[config.mk]
export PLATFORM = sky130hd
export DESIGN_NAME = adc_seq_ctrl
export DESIGN_NICKNAME = d
export VERILOG_FILES = /design/src/rtl/adc_seq_pkg.sv /design/src/rtl/adc_seq_fifo.sv /design/src/rtl/adc_seq_ctrl.sv
export SDC_FILE = /design/constraint.sdc
export NUM_CORES = 1
export LEC_CHECK = 0
export BUFFER_PORTS_ARGS = -buffer_cell sky130_fd_sc_hd__buf_2
export CAP_MARGIN = 20
export CORE_MARGIN = 2
export CORE_UTILIZATION = 55
export DETAILED_ROUTE_END_ITERATION = 7
export GPL_TIMING_DRIVEN = 1
export MAX_ROUTING_LAYER = met4
export PLACE_DENSITY = 0.7
export SYNTH_ARGS = -nofsm -noshare
export SYNTH_HDL_FRONTEND = slang
export SYNTH_SLANG_ARGS = --single-unit
[constraint.sdc]
create_clock -name clk_clk -period 3.68 [get_ports clk_clk]
set_clock_uncertainty 0.05 [all_clocks]
set_input_delay 0.184 -clock clk_clk [delete_from_list [all_inputs] [get_ports clk_clk]]
set_output_delay 0.184 -clock clk_clk [all_outputs]
set_load 0.02 [all_outputs]
[src/rtl/adc_seq_pkg.sv]
// Shared types for the modular-ADC sequencer.
// When ADC_SEQ_TSTAMP_EN is defined, buffered samples carry a 16-bit timestamp.
package adc_seq_pkg;
    localparam int CH_W   = 5;
    localparam int DATA_W = 12;
    localparam int TS_W   = 16;

    typedef logic [CH_W-1:0]   chan_t;
    typedef logic [DATA_W-1:0] sample_t;

    typedef struct packed {
        chan_t chan;
        logic  first;
        logic  last;
    } exp_t;

    typedef struct packed {
`ifdef ADC_SEQ_TSTAMP_EN
        logic [TS_W-1:0] tstamp;
`endif
        chan_t   chan;
        logic    first;
        logic    last;
        sample_t data;
    } smp_t;

    typedef enum logic [1:0] {IDLE, RUN, DRAIN} state_e;
endpackage

[src/rtl/adc_seq_fifo.sv]
// Synchronous first-word-fall-through FIFO with occupancy count.
// Used both as the in-flight expect queue and as the sample buffer.
module adc_seq_fifo #(
    parameter int WIDTH = 8,
    parameter int DEPTH = 4,
    localparam int AW = (DEPTH > 1) ? $clog2(DEPTH) : 1,
    localparam int CW = $clog2(DEPTH) + 1
) (
    input  logic             clk,
    input  logic             reset,
    input  logic             push,
    input  logic [WIDTH-1:0] push_data,
    input  logic             pop,
    output logic             rd_valid,
    output logic [WIDTH-1:0] rd_data,
    output logic [CW-1:0]    count
);
    logic [WIDTH-1:0] mem [DEPTH];
    logic [AW-1:0]    wr_ptr;
    logic [AW-1:0]    rd_ptr;
    logic             do_push;
    logic             do_pop;

    function automatic logic [AW-1:0] next_ptr(input logic [AW-1:0] p);
        return (p == AW'(DEPTH - 1)) ? '0 : p + AW'(1);
    endfunction

    assign rd_valid = (count != '0);
    assign do_push  = push && (count != CW'(DEPTH));
    assign do_pop   = pop && rd_valid;
    assign rd_data  = rd_valid ? mem[rd_ptr] : '0;

    // NOTE: registers update with <= so every flop samples pre-edge values.
    always_ff @(posedge clk) begin
        if (reset) begin
            wr_ptr <= '0;
            rd_ptr <= '0;
            count  <= '0;
        end else begin
            if (do_push) wr_ptr <= next_ptr(wr_ptr);
            if (do_pop)  rd_ptr <= next_ptr(rd_ptr);
            case ({do_push, do_pop})
                2'b10:   count <= count + CW'(1);
                2'b01:   count <= count - CW'(1);
                default: ;
            endcase
        end
    end

    // NOTE: storage is not reset; rd_data is masked while empty so no stale word escapes.
    always_ff @(posedge clk) begin
        if (do_push) mem[wr_ptr] <= push_data;
    end
endmodule

[src/rtl/adc_seq_ctrl.sv]
// Command/response sequencer for the modular ADC with credit-limited issue and sample buffering.
// Define ADC_SEQ_TSTAMP_EN to add the sample_tstamp output.
module adc_seq_ctrl
    import adc_seq_pkg::*;
#(
    parameter int                     NUM_CH     = 4,
    parameter logic [NUM_CH*CH_W-1:0] CH_LIST    = {5'd3, 5'd2, 5'd1, 5'd0},
    parameter int                     MAX_OUTST  = 4,
    parameter int                     FIFO_DEPTH = 16
) (
    input  logic        clk_clk,
    input  logic        reset_reset,
    input  logic        start,
    input  logic        stop,
    input  logic [15:0] burst_len,
    output logic        busy,
    output logic        command_valid,
    output logic [4:0]  command_channel,
    output logic        command_startofpacket,
    output logic        command_endofpacket,
    input  logic        command_ready,
    input  logic        response_valid,
    input  logic [4:0]  response_channel,
    input  logic [11:0] response_data,
    input  logic        response_startofpacket,
    input  logic        response_endofpacket,
    output logic        sample_valid,
    input  logic        sample_ready,
    output logic [11:0] sample_data,
    output logic [4:0]  sample_channel,
    output logic        sample_first,
    output logic        sample_last,
`ifdef ADC_SEQ_TSTAMP_EN
    output logic [15:0] sample_tstamp,
`endif
    output logic        err_chan_mismatch,
    output logic        err_unexpected
);
    localparam int IDX_W = (NUM_CH > 1) ? $clog2(NUM_CH) : 1;
    localparam int OW    = $clog2(MAX_OUTST) + 1;
    localparam int FW    = $clog2(FIFO_DEPTH) + 1;
    localparam int SW    = FW + 1;

    state_e           state, state_next;
    logic [IDX_W-1:0] ch_idx;
    logic [15:0]      frame_cnt, burst_len_q;
    logic             stop_lat, err_chan_q, err_unexp_q;
    logic [OW-1:0]    outst;
    logic [FW-1:0]    fifo_count;
    logic [SW-1:0]    credit_used;
    logic             exp_valid, credit_ok, is_eop, end_burst;
    logic             accept, rsp_ok, start_ok;
    chan_t            cur_chan;
    exp_t             exp_head, exp_push;
    smp_t             smp_head, smp_push;
    logic             unused_ok;

    assign unused_ok   = &{1'b0, response_startofpacket, response_endofpacket};

    // Every issued command reserves a sample slot, so responses can never overflow the buffer.
    assign credit_used = SW'(fifo_count) + SW'(outst);
    assign credit_ok   = (outst < OW'(MAX_OUTST)) && (credit_used < SW'(FIFO_DEPTH));
    assign is_eop      = (ch_idx == IDX_W'(NUM_CH - 1));
    assign end_burst   = stop_lat || stop ||
                         ((burst_len_q != 16'd0) && (frame_cnt == burst_len_q - 16'd1));
    assign cur_chan    = CH_LIST[CH_W*int'(ch_idx) +: CH_W];
    assign start_ok    = (state == IDLE) && start;
    assign accept      = command_valid && command_ready;
    assign rsp_ok      = response_valid && exp_valid;

    always_ff @(posedge clk_clk) begin
        if (reset_reset) state <= IDLE;
        else             state <= state_next;
    end

    // NOTE: defaults first keep this block free of latches.
    always_comb begin
        state_next    = state;
        command_valid = 1'b0;
        case (state)
            IDLE:    if (start) state_next = RUN;
            RUN: begin
                command_valid = credit_ok;
                if (credit_ok && command_ready && is_eop && end_burst) state_next = DRAIN;
            end
            DRAIN:   if (outst == '0) state_next = IDLE;
            default: state_next = IDLE;
        endcase
    end

    always_ff @(posedge clk_clk) begin
        if (reset_reset || start_ok) begin
            ch_idx      <= '0;
            frame_cnt   <= '0;
            burst_len_q <= reset_reset ? 16'd0 : burst_len;
            stop_lat    <= 1'b0;
            err_chan_q  <= 1'b0;
            err_unexp_q <= 1'b0;
        end else begin
            if (accept) begin
                ch_idx <= is_eop ? '0 : ch_idx + IDX_W'(1);
                if (is_eop) frame_cnt <= frame_cnt + 16'd1;
            end
            if (state == RUN && stop) stop_lat <= 1'b1;
            if (rsp_ok && (response_channel != exp_head.chan)) err_chan_q <= 1'b1;
            if (response_valid && !exp_valid) err_unexp_q <= 1'b1;
        end
    end

`ifdef ADC_SEQ_TSTAMP_EN
    logic [TS_W-1:0] tstamp_q;

    always_ff @(posedge clk_clk) begin
        if (reset_reset || start_ok) tstamp_q <= '0;
        else                         tstamp_q <= tstamp_q + TS_W'(1);
    end

    assign sample_tstamp = smp_head.tstamp;
`endif

    assign exp_push = '{chan: cur_chan, first: (ch_idx == '0), last: is_eop};

    always_comb begin
        smp_push       = '0;
        smp_push.chan  = response_channel;
        smp_push.first = exp_head.first;
        smp_push.last  = exp_head.last;
        smp_push.data  = response_data;
`ifdef ADC_SEQ_TSTAMP_EN
        smp_push.tstamp = tstamp_q;
`endif
    end

    adc_seq_fifo #(.WIDTH($bits(exp_t)), .DEPTH(MAX_OUTST)) u_expect (
        .clk       (clk_clk),
        .reset     (reset_reset),
        .push      (accept),
        .push_data (exp_push),
        .pop       (rsp_ok),
        .rd_valid  (exp_valid),
        .rd_data   (exp_head),
        .count     (outst)
    );

    adc_seq_fifo #(.WIDTH($bits(smp_t)), .DEPTH(FIFO_DEPTH)) u_samples (
        .clk       (clk_clk),
        .reset     (reset_reset),
        .push      (rsp_ok),
        .push_data (smp_push),
        .pop       (sample_ready),
        .rd_valid  (sample_valid),
        .rd_data   (smp_head),
        .count     (fifo_count)
    );

    assign busy                  = (state != IDLE);
    assign command_channel       = command_valid ? cur_chan : '0;
    assign command_startofpacket = command_valid && (ch_idx == '0);
    assign command_endofpacket   = command_valid && is_eop;
    assign sample_data           = smp_head.data;
    assign sample_channel        = smp_head.chan;
    assign sample_first          = smp_head.first;
    assign sample_last           = smp_head.last;
    assign err_chan_mismatch     = err_chan_q;
    assign err_unexpected        = err_unexp_q;
endmodule

======== Word-level counts from Yosys, hierarchy flattened ========
Memories as Yosys holds them, arrays and structs flattened. A register that Yosys moved wholly into a read port is not among the register bits.
Cells that the tools add are included.
storage, ports and cells
  memory bits (writable) .................. 332
  memories kept ........................... 2
  logic and storage cells ................. 104
  bits in registers ....................... 59
cells by class
  shifts and indexed selects .............. 1
  $lt $le $gt $ge ......................... 2
  reductions and logical operators ........ 32
  $mul .................................... 1
  $add $sub $neg .......................... 12
  mux-type cells .......................... 23
  equal/unequal tests ..................... 18
memory list
  name           depth  width  read ports  clocked after Yosys merged registers in  wr ports  line                RTL
  u_samples.mem  16     19     1           1                                        1         adc_seq_fifo.sv:18  logic [WIDTH-1:0] mem [DEPTH];
  u_expect.mem   4      7      1           1                                        1         adc_seq_fifo.sv:18
operators with widths
  cell                       number
  $shiftx A20 B6 Y5 const A  1
  $mux W19                   1
  $logic_and A1 B1 Y1        17
  $add A16 B1 Y16 const B    1
  $eq A16 B16 Y1             1
  $mux W2                    8
  $mux W4                    4
  $reduce_bool A16 Y1        1
  $sub A16 B1 Y16 const B    1
  $eq A2 B2 Y1 const B       6
  $pmux W5 S2                1
  $add A4 B1 Y4 const B      2
  $eq A4 B4 Y1 const B       2
  $mux W7                    1
  $add A2 B1 Y2 const B      3
  $add A5 B3 Y6              1
  $eq A2 B1 Y1 const B       3
  $lt A6 B5 Y1 const B       1
  $ne A2 B2 Y1 const B       3
  $pmux W2 S3                1
  $pmux W3 S2                1
  $reduce_bool A2 Y1         3
  $add A5 B1 Y5 const B      1
  $mul A3 B2 Y5 const A      1
  17 further kinds           24

======== Logic depth before layout (Yosys ltp) ========
  depth in word-level cells ............... 8
  mapped depth ............................ 13
  depth with buffers taken out ............ 13

======== Hierarchy ========
A second synthesis with hierarchy kept.
second synthesis, totals
  cell total of the unflattened synthesis .. 945
  area total of the unflattened synthesis .. 16617.2 µm²
by module, submodules not included
  module                    cells an instance  area an instance (µm²)  times used
  adc_seq_fifo (u_samples)  570                12533.3                 1
  adc_seq_ctrl              278                2534.9                  1
  adc_seq_fifo (u_expect)   97                 1549.0                  1

======== Worst setup path after synthesis ========
No wires, ideal clock.
  kind .................................... register to register
  from .................................... reg u_expect.count[0]
  to ...................................... mem u_samples.mem[7][0] in the netlist's numbering (enable)
  path slack .............................. 558 ps
  stages on the path, launching flop included .. 6
  buffers on the path ..................... 0
  required time ........................... 3211 ps
  arrival time ............................ 2653 ps
  cells stage by stage .................... dfxtp_1 > nor3_1 > nand2b_1 > a21oi_1 > inv_1 > nor3_1
between the ends
  word-level cells in the longest chain between the ends .. 5
RTL lines
  element                        line                RTL
  from (decl)                    adc_seq_fifo.sv:16  output logic [CW-1:0] count
  from (signal assigned)         adc_seq_fifo.sv:43  2'b10: count <= count + CW'(1);
  from (signal assigned)         adc_seq_fifo.sv:44  2'b01: count <= count - CW'(1);
  $reduce_bool A3 Y1             adc_seq_fifo.sv:28  assign rd_valid = (count != '0);
  $logic_and A1 B1 Y1            adc_seq_ctrl.sv:69  assign rsp_ok = response_valid && exp_valid;
  $logic_and A1 B1 Y1            adc_seq_fifo.sv:29  assign do_push = push && (count != CW'(DEPTH));
  $mux W1                        adc_seq_fifo.sv:52  if (do_push) mem[wr_ptr] <= push_data;
  $mux W1 (implied by the code)  adc_seq_fifo.sv:52
  to (decl)                      adc_seq_fifo.sv:18
No other way between the ends.

==> impl_metrics.py <==
metrics = {
    "min_path": {
        "min_from": "response_channel[1]",
        "hold_class": "input port to flop",
        "min_delay_path_depth": 1,
        "holdPathEnd": "u_samples.mem[4][15]$_DFFE_PP_",
    },
    "critical_path": {
        "reg2regPathDepth": 13,
        "start_kind": "flop",
        "critPathArrivalTime_ns": 2.87,
        "crit_path_frequent_cell": "mux4_2",
        "required_ns": 3.45,
        "r2r_end": "u_samples.count[4]$_SDFFE_PP0P_",
        "crit_type": "flop to output port",
        "path_cells": "buf_4, mux4_2, mux4_2, and2_1, buf_2",
        "path_max_fanout": 20,
        "max_stage_delay_ns": 0.62,
        "cp_slowest_cell": "dfxtp_4",
        "cp-end-kind": "output port",
        "reg2reg_slack_ns": 0.74,
        "timing.rr.start": "u_samples.count[0]$_SDFFE_PP0P_",
    },
    "routing": {
        "drt_iter0_drc": 775,
        "wl_per_cell_um": 22.1,
        "drcViolationCount": 0,
        "wirelength_mm": 31.7,
        "dr.pass1.iters": 5,
        "drt-vias-per-instance": 5.74,
        "postRouteAntennaNets": 0,
        "route.vias.total": 8218,
    },
    "global_routing": {
        "grt_util_met3": 0.0351,
        "first_global_vias": 8454,
        "use_met1": 0.306,
        "grtUsageMet2": 0.357,
        "grt_pass1_wl_mm": 48.8,
        "overflow": 0,
        "antenna_found_initial": 1,
        "top_usage_layer": "met2",
        "track_usage": 0.223,
        "grt_max_degree": 42,
    },
    "timing": {
        "hold_viol": 0,
        "period_share": 0.843,
        "tightestPinTransition_ns": 0.948,
        "slew_headroom": 0.366,
        "rsz0062_at_grt": "false",
        "setup_tns_ns": 0,
        "worst_slack_ns": 0.576,
        "setup_viol": 0,
        "timing.final.crit_period_ns": 3.10,
        "maxClockFrequency_ghz": 0.322,
        "drv_slew": 0,
    },
    "floorplan": {
        "die_area_sq_mm": 0.0301,
        "core_area_sq_mm": 0.0285,
        "die-width_um": 173,
        "ios": 73,
        "floorplan.initialDensity": 0.555,
        "die_h_um": 173,
        "rows": 62,
    },
    "placed_design": {
        "place.gp.congestion": 0.799,
        "pre_cts_ws_ns": 0.742,
        "hpwl_mm": 18.3,
        "io_buffers": 67,
    },
    "clock_network": {
        "root_buffer": "clkbuf_16",
        "path_clk_slew_ns": 0.06,
        "cts_made_buffers": 39,
        "cts_buffer_depth": 3,
        "clk_latency_ns": 0.52,
        "cts_sinks": 385,
        "post_cts_resized": 0,
        "cts_tree": "done",
        "cts_hold_buf": 34,
        "post_cts_buffers": 0,
        "htree_levels": 2,
    },
    "flow_run": {
        "maxCapViolations": 0,
    },
    "synthesis": {
        "async_reset_ff_frac": 0,
        "yosysSeqAreaShare": 0.701,
        "syn_area_sq_mm": 0.0158,
        "synth_top_area_cell": "edfxtp_1",
        "yosysWarnings": 0,
        "ys_ff_latch": 385,
        "synth.top_cell.area_share": 0.639,
        "ys_dominant_reg_cell": "edfxtp_1",
        "avgSynthCellArea_sq_um": 17.8,
        "synth_edf_count": 336,
        "yosys-top-cells-area": "edfxtp_1 (64%), mux4_2 (14%), dfxtp_1 (6.2%)",
        "ys_types": 54,
        "syn_inst": 887,
    },
    "cells_and_area": {
        "drive_above_1_share": 0.249,
        "register_area_sq_mm": 0.0111,
        "nFillCells": 2027,
        "antenna_cells": 0,
        "multiInputGateArea_sq_mm": 0.00447,
        "areaGrowthSynthToFinish_pct": 15.5,
        "final_nets": 1087,
    },
    "power_and_ir_drop": {
        "p_leak_nw": 6.07,
        "irDropWorstVdd_mv": 0.439,
        "p_per_area_mw_per_mm2": 617,
    },
    "outcome": {
        "status": "finished, final reports clean",
    },
}
worst max path at each step:
stage	from	end	slack, ns	depth (start not counted)
2_1_floorplan	u_expect.count[0]$_SDFFE_PP0P_	u_samples.mem[7][0]$_DFFE_PP_	0.56	5
3_3_place_gp	u_samples.count[0]$_SDFFE_PP0P_	u_samples.count[4]$_SDFFE_PP0P_	0.75	13
3_5_place_dp	u_samples.count[0]$_SDFFE_PP0P_	u_samples.count[4]$_SDFFE_PP0P_	0.74	13
4_1_cts	flop	sample_data[8]	0.52	5
5_1_grt	u_samples.count[0]$_SDFFE_PP0P_	u_samples.count[4]$_SDFFE_PP0P_	0.43	13
6_report	flop	sample_data[8]	0.58	5
cell type report:
cell class	instances	share of cell area
Sequential cell	385	0.607
Multi-Input combinational cell	442	0.245
Clock buffer	55	0.0596
Timing Repair Buffer	134	0.0540
Tap cell	384	0.0263
Clock inverter	13	0.00391
Inverter	19	0.00391
state kept, by name, summed over array words and instances, names as in the netlist, named ones only:
name,flops
u_samples.mem,304
burst_len_q,16
frame_cnt,16
u_expect.mem,16
u_samples.count,5
u_samples.rd_ptr,4
u_samples.wr_ptr,4
u_expect.count,3
ch_idx,2
state,2
u_expect.rd_ptr,2
u_expect.wr_ptr,2
err_chan_mismatch,1
err_unexpected,1
stop_lat,1
cell usage in the layout, fill, tap and decap left out, drive strengths merged, types with 5 or more instances in the layout:
cell / netlist / layout
nor3: 11 / 11
clkbuf: 28 / 55
dfxtp: 49 / 49
mux4: 99 / 99
and2: 35 / 35
nand3: 11 / 11
edfxtp: 336 / 336
or3: 7 / 7
nand2: 31 / 31
mux2i: 6 / 6
o21ai: 12 / 12
ha: 22 / 22
nor2b: 20 / 20
and3: 11 / 11
nor2: 54 / 54
xor2: 26 / 26
nor4: 5 / 5
xnor2: 15 / 15
a21oi: 29 / 29
buf: 15 / 100
clkinv: 0 / 12
dlygate4sd3: 0 / 34
inv: 19 / 20
routing by layer:
| layer | part of all wire | vias to the layer above |
|---|---|---|
| li1 | - | 3753 |
| met1 | 0.43 | 4174 |
| met2 | 0.49 | 241 |
| met3 | 0.063 | 50 |
| met4 | 0.018 | 0 |
| met5 | 0 | - |
critical path: cells and delay by family, from the launching register on:
| kind | cells | cell delay (ns) |
|---|---|---|
| multiplexers | 2 | 1.04 |
| flip-flops | 1 | 0.62 |
| buffers and inverters | 2 | 0.50 |
| AND/OR/NAND/NOR | 1 | 0.17 |
synthesized netlist by cell type (3+ instances only):
master    instances
edfxtp_1        336
mux4_2           99
nor2_1           54
dfxtp_1          49
and2_1           35
nand2_1          31
a21oi_1          29
clkbuf_1         28
xor2_1           26
ha_1             22
nor2b_1          20
inv_1            19
xnor2_1          15
and3_1           11
nand3_1          11
nor3_1           11
o21ai_0           9
buf_2             7
or3_1             7
mux2i_1           6
a31oi_1           4
and4_1            4
nor4_1            4
a21o_1            3
buf_1             3
buf_4             3
nor4b_1           3
o21ai_1           3
power by group:
group | total, mW | leakage, nW | switching (mW) | internal, mW
Clock | 3.62 | 0.566 | 1.56 | 2.06
Sequential | 5.14 | 3.47 | 0.174 | 4.97
Combinational | 2.50 | 2.04 | 1.31 | 1.19
stage by stage:
step	utilization	total power [mW]	instance area, sq um	cells	hold slack [ns]
floorplan	-	6.96	15800	889	0.224
global placement	0.588	7.71	16700	1329	0.378
detailed placement	0.588	7.74	16700	1329	0.392
CTS	0.641	11.4	18200	1431	0.0235
global route	0.641	11.7	18200	1432	0.0401
finish	0.641	11.3	18200	1432	0.0467
logic make-up (layout without fill, tap and decap cells):
logic type / after synthesis / count (layout) / synth area share
adders and majority gates: 24 / 24 / 0.0200
muxes: 107 / 107 / 0.146
other: 1 / 3 / 0.000237
buffers and inverters: 62 / 221 / 0.0170
xor gates and xnor gates: 41 / 41 / 0.0227
DFF: 385 / 385 / 0.701
and+or+nand+nor: 205 / 205 / 0.0688
AOI/OAI and AO/OA: 62 / 62 / 0.0241
Note: power is estimated with default switching activity, not from simulation.
